===== src/rtl/rf_pkg.sv =====
// Shared constants and types for the register-file write scheduler.
package rf_pkg;

  localparam int DATA_W   = 32;
  localparam int ADDR_W   = 5;
  localparam int LINK_REG = 31;
  localparam int ZERO_REG = 0;

  typedef enum logic [1:0] {
    WB_NONE = 2'd0,
    WB_ALU  = 2'd1,
    WB_MEM  = 2'd2,
    WB_LINK = 2'd3
  } wb_src_t;

endpackage


===== src/rtl/rf_write_sched_rr_arb2.sv =====
// Two-way round-robin arbiter (req[0] = ALU, req[1] = MEM); owns the rr pointer.
module rr_arb2 (
  input  logic       clock,
  input  logic       reset,
  input  logic [1:0] req,
  input  logic       enable,
  output logic [1:0] gnt
);

  logic rr_reg;

  always_comb begin
    gnt = 2'b00;
    if (enable) begin
      if (req == 2'b11) gnt = rr_reg ? 2'b10 : 2'b01;
      else              gnt = req;
    end
  end

  // Pointer only moves on a real grant; a disabled cycle (link won) leaves it alone.
  always_ff @(posedge clock) begin
    if (reset)       rr_reg <= 1'b0;
    else if (gnt[0]) rr_reg <= 1'b1;
    else if (gnt[1]) rr_reg <= 1'b0;
  end

endmodule


===== src/rtl/rf_write_sched.sv =====
// Write-port scheduler and RAW scoreboard for registerBench.
// Build option: define RF_LINK_WRITE_EN to enable the jump-and-link write source.
module rf_write_sched #(
  parameter int DATA_W = rf_pkg::DATA_W,
  parameter int ADDR_W = rf_pkg::ADDR_W
) (
  input  logic              clock,
  input  logic              reset,
  input  logic              alu_valid,
  output logic              alu_ready,
  input  logic [ADDR_W-1:0] alu_addr,
  input  logic [DATA_W-1:0] alu_data,
  input  logic              mem_valid,
  output logic              mem_ready,
  input  logic [ADDR_W-1:0] mem_addr,
  input  logic [DATA_W-1:0] mem_data,
  input  logic              link_valid,
  output logic              link_ready,
  input  logic [DATA_W-1:0] link_pc,
  input  logic              issue_valid,
  input  logic [ADDR_W-1:0] issue_addr,
  input  logic [ADDR_W-1:0] chk_addr1,
  input  logic [ADDR_W-1:0] chk_addr2,
  output logic              stall,
  output logic              rf_we,
  output logic [ADDR_W-1:0] rf_waddr,
  output logic [DATA_W-1:0] rf_wdata
);
  import rf_pkg::*;

  localparam int NREGS = 1 << ADDR_W;

  logic              link_win;
  logic [1:0]        gnt;
  wb_src_t           sel;
  logic [ADDR_W-1:0] grant_addr;
  logic [DATA_W-1:0] grant_data;
  logic [NREGS-1:0]  pend_reg;
  logic [NREGS-1:0]  pend_next;
  logic              rf_we_reg;
  logic [ADDR_W-1:0] rf_waddr_reg;
  logic [DATA_W-1:0] rf_wdata_reg;

`ifdef RF_LINK_WRITE_EN
  assign link_win = link_valid;
`else
  logic unused_link;
  assign link_win    = 1'b0;
  assign unused_link = ^{link_valid, link_pc};
`endif

  assign link_ready = link_win;

  rr_arb2 u_arb (
    .clock  (clock),
    .reset  (reset),
    .req    ({mem_valid, alu_valid}),
    .enable (!link_win),
    .gnt    (gnt)
  );

  assign alu_ready = gnt[0];
  assign mem_ready = gnt[1];

  always_comb begin
    sel        = WB_NONE;
    grant_addr = '0;
    grant_data = '0;
    if (link_win) begin
      sel        = WB_LINK;
      grant_addr = ADDR_W'(LINK_REG);
      grant_data = link_pc + DATA_W'(1);
    end else if (gnt[0]) begin
      sel        = WB_ALU;
      grant_addr = alu_addr;
      grant_data = alu_data;
    end else if (gnt[1]) begin
      sel        = WB_MEM;
      grant_addr = mem_addr;
      grant_data = mem_data;
    end
  end

  // Set-before-clear per bit: an issue in the same cycle as a commit keeps the register pending.
  assign pend_next[0] = 1'b0;
  generate
    for (genvar gi = 1; gi < NREGS; gi++) begin : g_pend
      assign pend_next[gi] = (issue_valid && issue_addr == ADDR_W'(gi)) ||
                             (pend_reg[gi] && !(rf_we_reg && rf_waddr_reg == ADDR_W'(gi)));
    end
  endgenerate

  always_ff @(posedge clock) begin
    if (reset) begin
      rf_we_reg    <= 1'b0;
      rf_waddr_reg <= '0;
      rf_wdata_reg <= '0;
      pend_reg     <= '0;
    end else begin
      rf_we_reg <= (sel != WB_NONE) && (grant_addr != ADDR_W'(ZERO_REG));
      if (sel != WB_NONE) begin
        rf_waddr_reg <= grant_addr;
        rf_wdata_reg <= grant_data;
      end
      pend_reg <= pend_next;
    end
  end

  assign stall    = pend_reg[chk_addr1] | pend_reg[chk_addr2];
  assign rf_we    = rf_we_reg;
  assign rf_waddr = rf_waddr_reg;
  assign rf_wdata = rf_wdata_reg;

endmodule


===== config.mk =====
export PLATFORM = sky130hd
export DESIGN_NAME = rf_write_sched
export DESIGN_NICKNAME = d
export VERILOG_FILES = /design/src/rtl/rf_pkg.sv /design/src/rtl/rf_write_sched_rr_arb2.sv /design/src/rtl/rf_write_sched.sv
export SDC_FILE = /design/constraint.sdc
export NUM_CORES = 1
export LEC_CHECK = 0
export BUFFER_PORTS_ARGS = -buffer_cell sky130_fd_sc_hd__buf_2
export CAP_MARGIN = 20
export CORE_ASPECT_RATIO = 0.75
export CORE_MARGIN = 2
export CORE_UTILIZATION = 50
export DETAILED_ROUTE_END_ITERATION = 8
export GPL_TIMING_DRIVEN = 0
export MAX_ROUTING_LAYER = met4
export PLACE_DENSITY = 0.86
export SLEW_MARGIN = 20
export SYNTH_ARGS = -nofsm -noshare
export SYNTH_HDL_FRONTEND = slang
export SYNTH_SLANG_ARGS = --single-unit
export TNS_END_PERCENT = 5

===== constraint.sdc =====
create_clock -name clock -period 3.8 [get_ports clock]
set_input_delay 0.76 -clock clock [delete_from_list [all_inputs] [get_ports clock]]
set_output_delay 0.76 -clock clock [all_outputs]
set_load 0.05 [all_outputs]

# Yosys cells after proc, flatten, opt, wreduce, memory -nomap -nowiden
# Index checks and enable logic that the tools add are counted.
[totals]
reg_bits = 71
in_bits = 127
out_inout_bits = 42
word_cells = 245
[op_classes]
n_lt_le_gt_ge = 2
n_eq_ne = 63
muxes = 14
n_bitwise = 1
n_reduce_logical = 159
[ops]
columns = ["op", "n"]
rows = [
  ["$eq 5x5->1 const B", 32],
  ["$logic_and 1x1->1", 94],
  ["$eq 5x4->1 const B", 16],
  ["$mux 32", 2],
  ["$eq 5x3->1 const B", 8],
  ["$logic_not 1->1", 31],
  ["$logic_or 1x1->1", 31],
  ["$eq 5x2->1 const B", 4],
  ["$lt 5x6->1 const B", 2],
  ["$bmux 1 s5", 2],
  ["$eq 5x1->1 const B", 2],
  ["$mux 5", 2],
  ["$mux 2", 4],
  ["$reduce_bool 5->1", 1],
  ["$mux 1", 4],
  ["$reduce_bool 2->1", 2],
  ["$eq 2x2->1 const B", 1],
  ["$or 1x1->1", 1],
]

# Logic depth before layout (Yosys ltp)
# Gate-level depths: netlist (run 1).
[logic_depth]
depth_word = 6
depth_mapped = 6
mapped_depth_nobuf = 5

# Modules after synthesis
# A second synthesis (run 1) with hierarchy kept.
[hier_totals]
hier_cells = 435
hier_area_um2 = 3652.3
[by_module_without_submodules]
columns = ["module", "n_inst", "cells_per_inst", "area_each_um2", "seq_area_each_um2"]
rows = [
  ["rf_write_sched", 1, 427, 3597.2, 1381.3],
  ["rr_arb2", 1, 8, 55.1, 20.0],
]

# Worst setup path after synthesis (run 1)
# No wires, ideal clock.
[synth_path]
kind = "input port to output port"
start = "input chk_addr1[2]"
end = "output stall"
arrival_ns = 2.181
t_required_ns = 3.040
slack_ns = 0.859
path_stages = 5
n_path_buf = 1
path_cell_list = "clkbuf_2 -> mux2_2 -> a221oi_1 -> o221ai_1 -> a221o_1"
[synth_via]
elab_chain_cells = 3
[synth_lines]
columns = ["element", "line", "source"]
rows = [
  ["from (decl)", "rf_write_sched.sv:22", "input logic [ADDR_W-1:0] chk_addr1,"],
  ["$bmux 1 s5", "rf_write_sched.sv:109", "assign stall = pend_reg[chk_addr1] | pend_reg[chk_addr2];"],
  ["$mux 1 (not written as such)", "rf_write_sched.sv:109", ""],
  ["$or 1x1->1", "rf_write_sched.sv:109", ""],
  ["to (decl)", "rf_write_sched.sv:24", "output logic stall,"],
]
# No other way between the ends. The select of a mux whose other input is x is not followed.

# Worst setup path in the final report (run 1)
[layout_path]
start = "input chk_addr1[0]"
end = "output stall"
# Same word-level chain as after synthesis.

==> results.yml, run 1 <==
layout:
  antenna_cells: 0
  final_common_cell: "buf_2"
  fin_util: 0.648
  nets: 701
  nFillCells: 586
  syn2layout_area_growth_pct: 26.3
  largest_reg_flops: 32
  layout-drive-gt1-share: 0.288
  most-common-layout-cells: "buf_2 (129), nor2_1 (118), dfxtp_1 (70), nand2_1 (39), nor4_1 (37)"
  fin_cells: 660
  final_area_mm2: 0.00438
floorplan:
  die_h_um: 76.2
  initial_core_util: 0.513
  num_rows: 26
  die_width_um: 100
  pin_count: 169
  die-area_mm2: 0.00763
  core_mm2: 0.00677
cts:
  clockBufferDepth: 2
  numCtsBuffers: 9
  post_cts_buffers: 0
  cts_num_sinks: 70
  cts_resized: 0
  clk_latency_ps: 340
  ctsHtreeMaxLevel: 3
  cts-root-buf: "clkbuf_8"
  path_clk_slew_ps: 70
  cts-hold-fix-buffers: 0
  cts_tree: "built"
sta:
  min_period_ps: 3200
  finalWorstSetupSlack_ps: 600
  slew_viol_final: 0
  setup_viol: 0
  slew-limit-headroom: 0.632
  fmax_mhz: 313
  skew_ps: 6.97
  fin_crit_sh: 0.842
  tns_ps: 0
  tightest_slew_ps: 548
  hold_violations: 0
  rsz0062_at_grt: "no"
place:
  dpl_cell_area_mm2: 0.00422
  dp.cells: 647
  dp_slack_ps: 613
  place_congestion: 0.921
  numPortBuffers: 129
  hpwl_um: 8240
critical_path:
  crit_type: "in -> out"
  reg2regPathDepth: 6
  cp-start-kind: "input port"
  reg2reg_to: "rf_wdata[17]$_SDFFE_PP0P_"
  crit_fanout: 10
  regToRegSetupSlack_ps: 2040
  reg2reg_from: "u_arb.rr_reg$_SDFFE_PP0P_"
  arrival_ps: 2440
  worstSetupEndpointType: "output port"
  cp.required_ps: 3040
power:
  leakage_nw: 1.93
  p_sw_frac: 0.327
  p_int_mw: 1.16
  power.density_mw_per_mm2: 392
  power_switching_uw: 562
  power_frac_seq: 0.465
  clkPwrFrac: 0.303
  ir_drop_uv: 336
  p_comb_frac: 0.232
route:
  drt_iter0_drc: 262
  ant_nets: 0
  drtPass1Iterations: 5
  wl_per_cell_um: 15.9
  remaining_drc_errors: 0
  num_vias: 3778
  viasPerCell: 5.72
  drt-total-wl_um: 10500
global_routing:
  grt_pass1_wl_um: 17200
  antenna_found_initial: 0
  grt_max_degree: 11
  gr-total-overflow: 0
  gr-usage-all-layers: 0.291
  grt_pass1_vias: 3652
hold_path:
  holdPathEnd: "rf_wdata[12]$_SDFFE_PP0P_"
  hp-start: "rf_wdata[12]$_SDFFE_PP0P_"
  hold_path_depth: 2
  min_path_type: "reg -> reg"
synthesis:
  synth-seq-cells: 70
  synth_adder_area_share: 0
  syn-num-nets: 561
  synth_top_family_by_area: "simple AND/OR/NAND/NOR gates"
  synth_compound_area_frac: 0.114
  synthSimpleGateAreaFrac: 0.302
  avgSynthCellArea_um2: 8.00
  ys_seq_area_frac: 0.404
  synthCells: 434
  synth_xor_area_frac: 0
  syn_area_mm2: 0.00347
  muxShareOfSynthArea: 0.135
  synth.distinct_cells: 36
  ys_warn_count: 0
flow_run:
  cap_violations: 0
run_status:
  status: "finished clean"
## power groups by stage
stage	logic, mW	registers, mW	clock network (mW)
6_report	0.398	0.799	0.520
5_1_grt	0.427	0.804	0.549
4_1_cts	0.396	0.798	0.522
3_5_place_dp	0.396	0.814	0
3_3_place_gp	0.388	0.813	0
2_1_floorplan	0.149	0.931	0
## Yosys cell counts, drive strengths merged
cell type,instances,share of area
nand2,39,0.042
nor2,118,0.13
a221oi,1,0.0025
o221ai,1,0.0025
nand4,1,0.0018
or4,2,0.0043
nor3,2,0.0029
inv,5,0.0054
a2111oi,2,0.0050
dfxtp,70,0.40
o22ai,1,0.0018
nand3b,1,0.0022
or2,3,0.0054
buf,7,0.013
nand4b,2,0.0050
nand2b,13,0.023
nor2b,3,0.0054
conb,1,0.0011
nand3,3,0.0043
mux2,3,0.0097
o2111ai,1,0.0025
mux4,16,0.11
and3b,1,0.0025
and2,1,0.0018
nor3b,2,0.0043
a21oi,33,0.048
a221o,1,0.0029
and2b,1,0.0025
nor4,37,0.067
o21ai,34,0.049
clkbuf,23,0.025
mux2i,6,0.017
## per-layer routing
layer | track usage | wire [um]
met5 | - | 0
met4 | 0.0890 | 225
met3 | 0.0642 | 959
met2 | 0.457 | 4940
met1 | 0.376 | 4400
## final cells by class
cell class	count	area (um^2)	area share
Buffer	30	133	0.0303
Multi-Input combinational cell	329	1920	0.438
Inverter	5	18.8	0.00428
Sequential cell	70	1400	0.320
Timing Repair Buffer	129	646	0.147
Clock buffer	11	151	0.0345
Clock inverter	2	10.0	0.00228
Tap cell	84	105	0.0240
## critical path, cell delays in order
cell,delay [ps]
buf_2,110
buf_6,150
mux4_1,550
o21ai_0,210
o221ai_1,140
a221o_1,310
buf_2,210
## worst max path at each step
stage | end | startpoint | cells past startpoint
3_5_place_dp | stall | chk_addr1[0] | 7
4_1_cts | stall | chk_addr1[0] | 7
3_3_place_gp | stall | chk_addr1[0] | 7
5_1_grt | stall | chk_addr1[0] | 7
6_report | stall | chk_addr1[0] | 7
2_1_floorplan | stall | chk_addr1[2] | 5
## cells by family (layout without fill, tap and decap cells)
logic type	Yosys count	after routing
other	1	1
AOI/OAI and AO/OA	74	74
and+or+nand+nor	229	229
buffers and inverters	35	177
muxes	25	25
DFF	70	70
## through the flow
step / hold slack (ps) / total power [mW]
floorplan: 458 / 1.08
global placement: 477 / 1.20
detailed placement: 484 / 1.21
CTS: 493 / 1.72
global route: 510 / 1.78
finish: 496 / 1.72
Power figures use the tool's default switching activity.
==> inputs of run 2 (changes only) <==
CORE_UTILIZATION = 42   (was 50)
PLACE_DENSITY = 0.77   (was 0.86)
clock period = 2.9 ns   (was 3.8 ns; I/O delays follow)
==> run 2 against run 1 <==
  * Largest cell class unchanged
  * Critical endpoint unchanged
  * Highest routed layer unchanged
  * Final cell count increased by 4.2%
  * Largest power group unchanged
  * Sequential power increased by 31%
  * Sequential share of layout area decreased by 0.71 points
==> results.yml, run 2 (synthesis gave the netlist of run 1 again) <==
run_status:
  status: "finished clean"
sta:
  timing.hold.ws_ps: 498
  min_period_ps: 2850
  fmax_mhz: 351
  finalWorstSetupSlack_ps: 49.7
  fin_crit_sh: 0.983
  tns_ps: 0
  slew_viol_final: 0
  slew-limit-headroom: 0.614
  setup_viol: 0
  tightest_slew_ps: 577
  hold_violations: 0
  skew_ps: 7.84
global_routing:
  gr-total-overflow: 0
  gr-usage-all-layers: 0.257
  grt_pass1_wl_um: 17300
  grt_pass1_vias: 3569
  antenna_found_initial: 1
  grt_max_degree: 12
layout:
  multiInputGateArea_mm2: 0.00192
  syn2layout_area_growth_pct: 29.1
  layout-drive-gt1-share: 0.293
  fin_util: 0.564
  largest_reg_flops: 32
  most-common-layout-cells: "buf_2 (128), nor2_1 (118), dfxtp_1 (70), nand2_1 (39), nor4_1 (37)"
  nets: 703
  final_area_mm2: 0.00448
  seqCellArea_mm2: 0.00140
  fin_cells: 688
  final_common_cell: "buf_2"
  nFillCells: 718
floorplan:
  initial_core_util: 0.436
  die_width_um: 109
  core_mm2: 0.00795
  pin_count: 169
  num_rows: 28
  die_h_um: 82.7
  die-area_mm2: 0.00901
critical_path:
  cp.required_ps: 2320
  crit_chain: "buf_2 > buf_8 > mux4_2 > mux2i_1 > o2111ai_2 > a221o_1 > buf_4"
  reg2regPathDepth: 6
  startpoint: "chk_addr1[0]"
  path_buf_inv: 3
  cpPeakStageDelay_ps: 510
  slowest_stage: "mux4_2"
  crit_end: "stall"
  cp_num_cells: 7
  regToRegSetupSlack_ps: 1080
  crit_type: "in -> out"
  worstSetupEndpointType: "output port"
  cp-start-kind: "input port"
  crit_fanout: 9
  reg2reg_from: "u_arb.rr_reg$_SDFFE_PP0P_"
  critPathTopFamily: "multiplexers"
  reg2reg_to: "rf_wdata[11]$_SDFFE_PP0P_"
  arrival_ps: 2270
route:
  ant_nets: 0
  wl_per_cell_um: 15.7
  drt_iter0_drc: 283
  drt-total-wl_um: 10800
  remaining_drc_errors: 0
  num_vias: 3750
  drtPass1Iterations: 5
  viasPerCell: 5.45
hold_path:
  min_path_type: "reg -> reg"
cts:
  ctsHtreeMaxLevel: 3
  path_clk_slew_ps: 70
  cts-root-buf: "clkbuf_8"
  clockBufferDepth: 2
  cts_tree: "built"
  cts_num_sinks: 70
  clk_latency_ps: 340
  numCtsBuffers: 9
power:
  ir_drop_uv: 293
  leakage_nw: 1.96
  power.density_mw_per_mm2: 530
  power.total_mw: 2.37
place:
  dp.cells: 668
  dp_slack_ps: 68.1
  place_congestion: 0.917
  hpwl_um: 8400
  numPortBuffers: 129
  dpl_cell_area_mm2: 0.00425
flow_run:
  cap_violations: 0
==> run 2: cell types whose count changed in the layout (fill, tap and decap cells not counted) <==
cell | before | now
buf_4 | 3 | 6
clkbuf_1 | 22 | 24
diode_2 | 0 | 2
buf_2 | 129 | 128
buf_6 | 1 | 0
buf_8 | 0 | 1
bufinv_16 | 0 | 1
clkinv_2 | 2 | 1
clkinvlp_4 | 0 | 1
o2111ai_1 | 1 | 0
o2111ai_2 | 0 | 1
==> run 2: layer usage <==
metal	vias to the layer above	GRT usage	routed length, um
li1	1809	-	-
met1	1746	0.323	4470
met2	183	0.419	5180
met3	12	0.0495	1030
met4	0	0.0859	149
met5	-	-	0
==> run 2: worst min-delay path by stage <==
stage                                   startpoint                       end  slack, ps  depth (start not counted)
after detailed placement   pend_reg[10]$_SDFF_PP0_   pend_reg[10]$_SDFF_PP0_        480                          2
after CTS                  pend_reg[10]$_SDFF_PP0_   pend_reg[10]$_SDFF_PP0_        490                          2
after floorplan             pend_reg[2]$_SDFF_PP0_    pend_reg[2]$_SDFF_PP0_        460                          2
after global placement      pend_reg[9]$_SDFF_PP0_    pend_reg[9]$_SDFF_PP0_        470                          2
after global routing                   alu_data[2]  rf_wdata[2]$_SDFFE_PP0P_        510                          3
final                     rf_wdata[5]$_SDFFE_PP0P_  rf_wdata[5]$_SDFFE_PP0P_        500                          2
==> run 2: where the power goes <==
part	total (mW)	switching [mW]	internal, mW
clock network	0.800	0.356	0.444
registers	1.05	0.0329	1.01
logic	0.529	0.365	0.164
==> run 2: timing repair <==
item                                    CTS  global route
buffers inserted                          0             2
resized for setup                         0             4
hold buffers                              0             0
endpoints found under the setup margin    0             1
==> run 2: final cells by class <==
| type | count | area share |
|---|---|---|
| timing repair buffer | 131 | 0.148 |
| sequential | 70 | 0.313 |
| tap | 105 | 0.0293 |
| clock inverter | 3 | 0.00949 |
| clock buffer | 13 | 0.0355 |
| antenna | 2 | 0.00112 |
| buffer | 30 | 0.0304 |
| inverter | 5 | 0.00419 |
| multi-input combinational | 329 | 0.429 |
==> run 2: tightest hold or removal path, cell delays in order (launching register included) <==
cell and delay (ps):
dfxtp_1 310, nor2_1 90, nor4_1 50
==> inputs of run 3 (changes only) <==
CELL_PAD_IN_SITES_DETAIL_PLACEMENT = 1   (was default)
CELL_PAD_IN_SITES_GLOBAL_PLACEMENT = 2   (was default)
CORE_UTILIZATION = 22   (was 42)
PLACE_DENSITY = default   (was 0.77)
PLACE_DENSITY_LB_ADDON = 0.1   (was default)
SLEW_MARGIN = 0   (was 20)
==> run 3 against run 2 <==
  * Setup slack improved by 65 ps
  * Non-clock buffer count did not move
  * Clock skew about the same
  * Flip-flop and latch count did not move
  * First-iteration DRC count down 53%
  * Global-route usage is 8.1 points lower
  * Final area rose by 5.3%
  * Critical path type unchanged
  * Critical endpoint unchanged
==> results.yml, run 3 (synthesis gave the netlist of run 1 again) <==
route:
  ant_nets: 0
  num_vias: 3699
  drt_iter0_drc: 132
  drt-total-wl_um: 14000
  drtPass1Iterations: 4
  viasPerCell: 4.71
  wl_per_cell_um: 17.8
  remaining_drc_errors: 0
critical_path:
  crit_chain: "buf_2 > buf_8 > mux4_2 > mux2i_1 > o2111ai_2 > a221o_1 > buf_6"
  arrival_ps: 2210
  slowest_stage: "mux4_2"
  crit_type: "in -> out"
  crit_fanout: 8
  worstSetupEndpointType: "output port"
  cp.required_ps: 2320
  cp-start-kind: "input port"
  cpPeakStageDelay_ps: 520
global_routing:
  grt_pass1_wl_um: 21700
  antenna_found_initial: 0
  gr-total-overflow: 0
  grt_max_degree: 12
  gr-usage-all-layers: 0.175
  grt_pass1_vias: 3855
place:
  hpwl_um: 10900
  place_congestion: 0.730
  numPortBuffers: 129
cts:
  numCtsBuffers: 9
  clockBufferDepth: 2
  clk_latency_ps: 340
  cts_num_sinks: 70
  ctsHtreeMaxLevel: 3
  cts_tree: "built"
  cts-hold-fix-buffers: 0
  cts-root-buf: "clkbuf_16"
  path_clk_slew_ps: 50
sta:
  slew_viol_final: 0
  slew-limit-headroom: 0.587
  hold_violations: 0
  skew_ps: 7.83
  tightest_slew_ps: 620
  rsz0062_at_grt: "no"
  fin_crit_sh: 0.960
  tns_ps: 0
  fmax_mhz: 359
  timing.hold.ws_ps: 495
  setup_viol: 0
  min_period_ps: 2790
layout:
  most-common-layout-cells: "buf_2 (128), nor2_1 (118), dfxtp_1 (70), nand2_1 (39), nor4_1 (37)"
  final_common_cell: "buf_2"
  syn2layout_area_growth_pct: 36.0
  nets: 703
  largest_reg_flops: 32
  layout-drive-gt1-share: 0.293
  antenna_cells: 0
floorplan:
  core_mm2: 0.0153
  initial_core_util: 0.227
  pin_count: 169
  num_rows: 39
  die-area_mm2: 0.0168
  die_width_um: 149
  die_h_um: 113
power:
  p_comb_frac: 0.194
  power.density_mw_per_mm2: 593
  power_switching_uw: 844
  power_frac_seq: 0.376
  power.total_mw: 2.80
  clkPwrFrac: 0.431
  ir_drop_uv: 230
  leakage_nw: 2.02
  p_sw_frac: 0.302
  p_int_mw: 1.95
hold_path:
  min_path_type: "reg -> reg"
run_status:
  status: "finished clean"
flow_run:
  cap_violations: 0
[run 3: final cells by class]
cell class,count,area (um^2)
fillers,1901,10600
multi-input cells,329,1920
flip-flops and latches,70,1400
repair buffers,131,667
well taps,205,256
clock buffers,12,246
plain buffers,30,136
clock inverters,4,70.1
inverters,5,18.8
[run 3: power by group through the flow]
stage / clock network (mW) / logic, mW / registers [mW]
2_1_floorplan: 0 / 0.195 / 1.22
3_3_place_gp: 0 / 0.538 / 1.07
3_5_place_dp: 0 / 0.541 / 1.07
4_1_cts: 1.24 / 0.544 / 1.05
5_1_grt: 1.28 / 0.588 / 1.06
6_report: 1.21 / 0.542 / 1.05
[run 3: stage by stage]
stage | instance area, um^2 | utilization | setup slack, ps | instances
floorplan | 3470 | - | 319 | 434
global placement | 4370 | 0.285 | 56.5 | 768
detailed placement | 4370 | 0.285 | 62.5 | 768
CTS | 4690 | 0.306 | 58.7 | 784
global route | 4720 | 0.308 | 14.0 | 786
finish | 4720 | 0.308 | 115 | 786
[run 3: metal layers]
layer | track usage | routed length [um]
met5 | - | 0
met4 | 0.0406 | 152
met3 | 0.0500 | 858
met2 | 0.254 | 5990
met1 | 0.241 | 6990
[run 3: worst paths after layout]
| path | startpoint | to | slack (ps) | cells past startpoint |
|---|---|---|---|---|
| min reg2reg | rf_wdata[25]$_SDFFE_PP0P_ | rf_wdata[25]$_SDFFE_PP0P_ | 490 | 2 |
| max reg2reg | u_arb.rr_reg$_SDFFE_PP0P_ | rf_wdata[7]$_SDFFE_PP0P_ | 1020 | 6 |
| min | rf_wdata[25]$_SDFFE_PP0P_ | rf_wdata[25]$_SDFFE_PP0P_ | 490 | 2 |
| max | chk_addr1[0] | stall | 110 | 7 |
[run 3: worst max-delay path: cells and delay by family]
kind	cells	cell delay, ps
buffers and inverters	3	420
muxes	2	700
AOI/OAI and AO/OA	2	500
[run 3: what timing repair did]
| action | CTS | global route |
|---|---|---|
| buffers inserted | 0 | 2 |
| resized for setup | 0 | 5 |
| setup endpoints to repair | 0 | 1 |
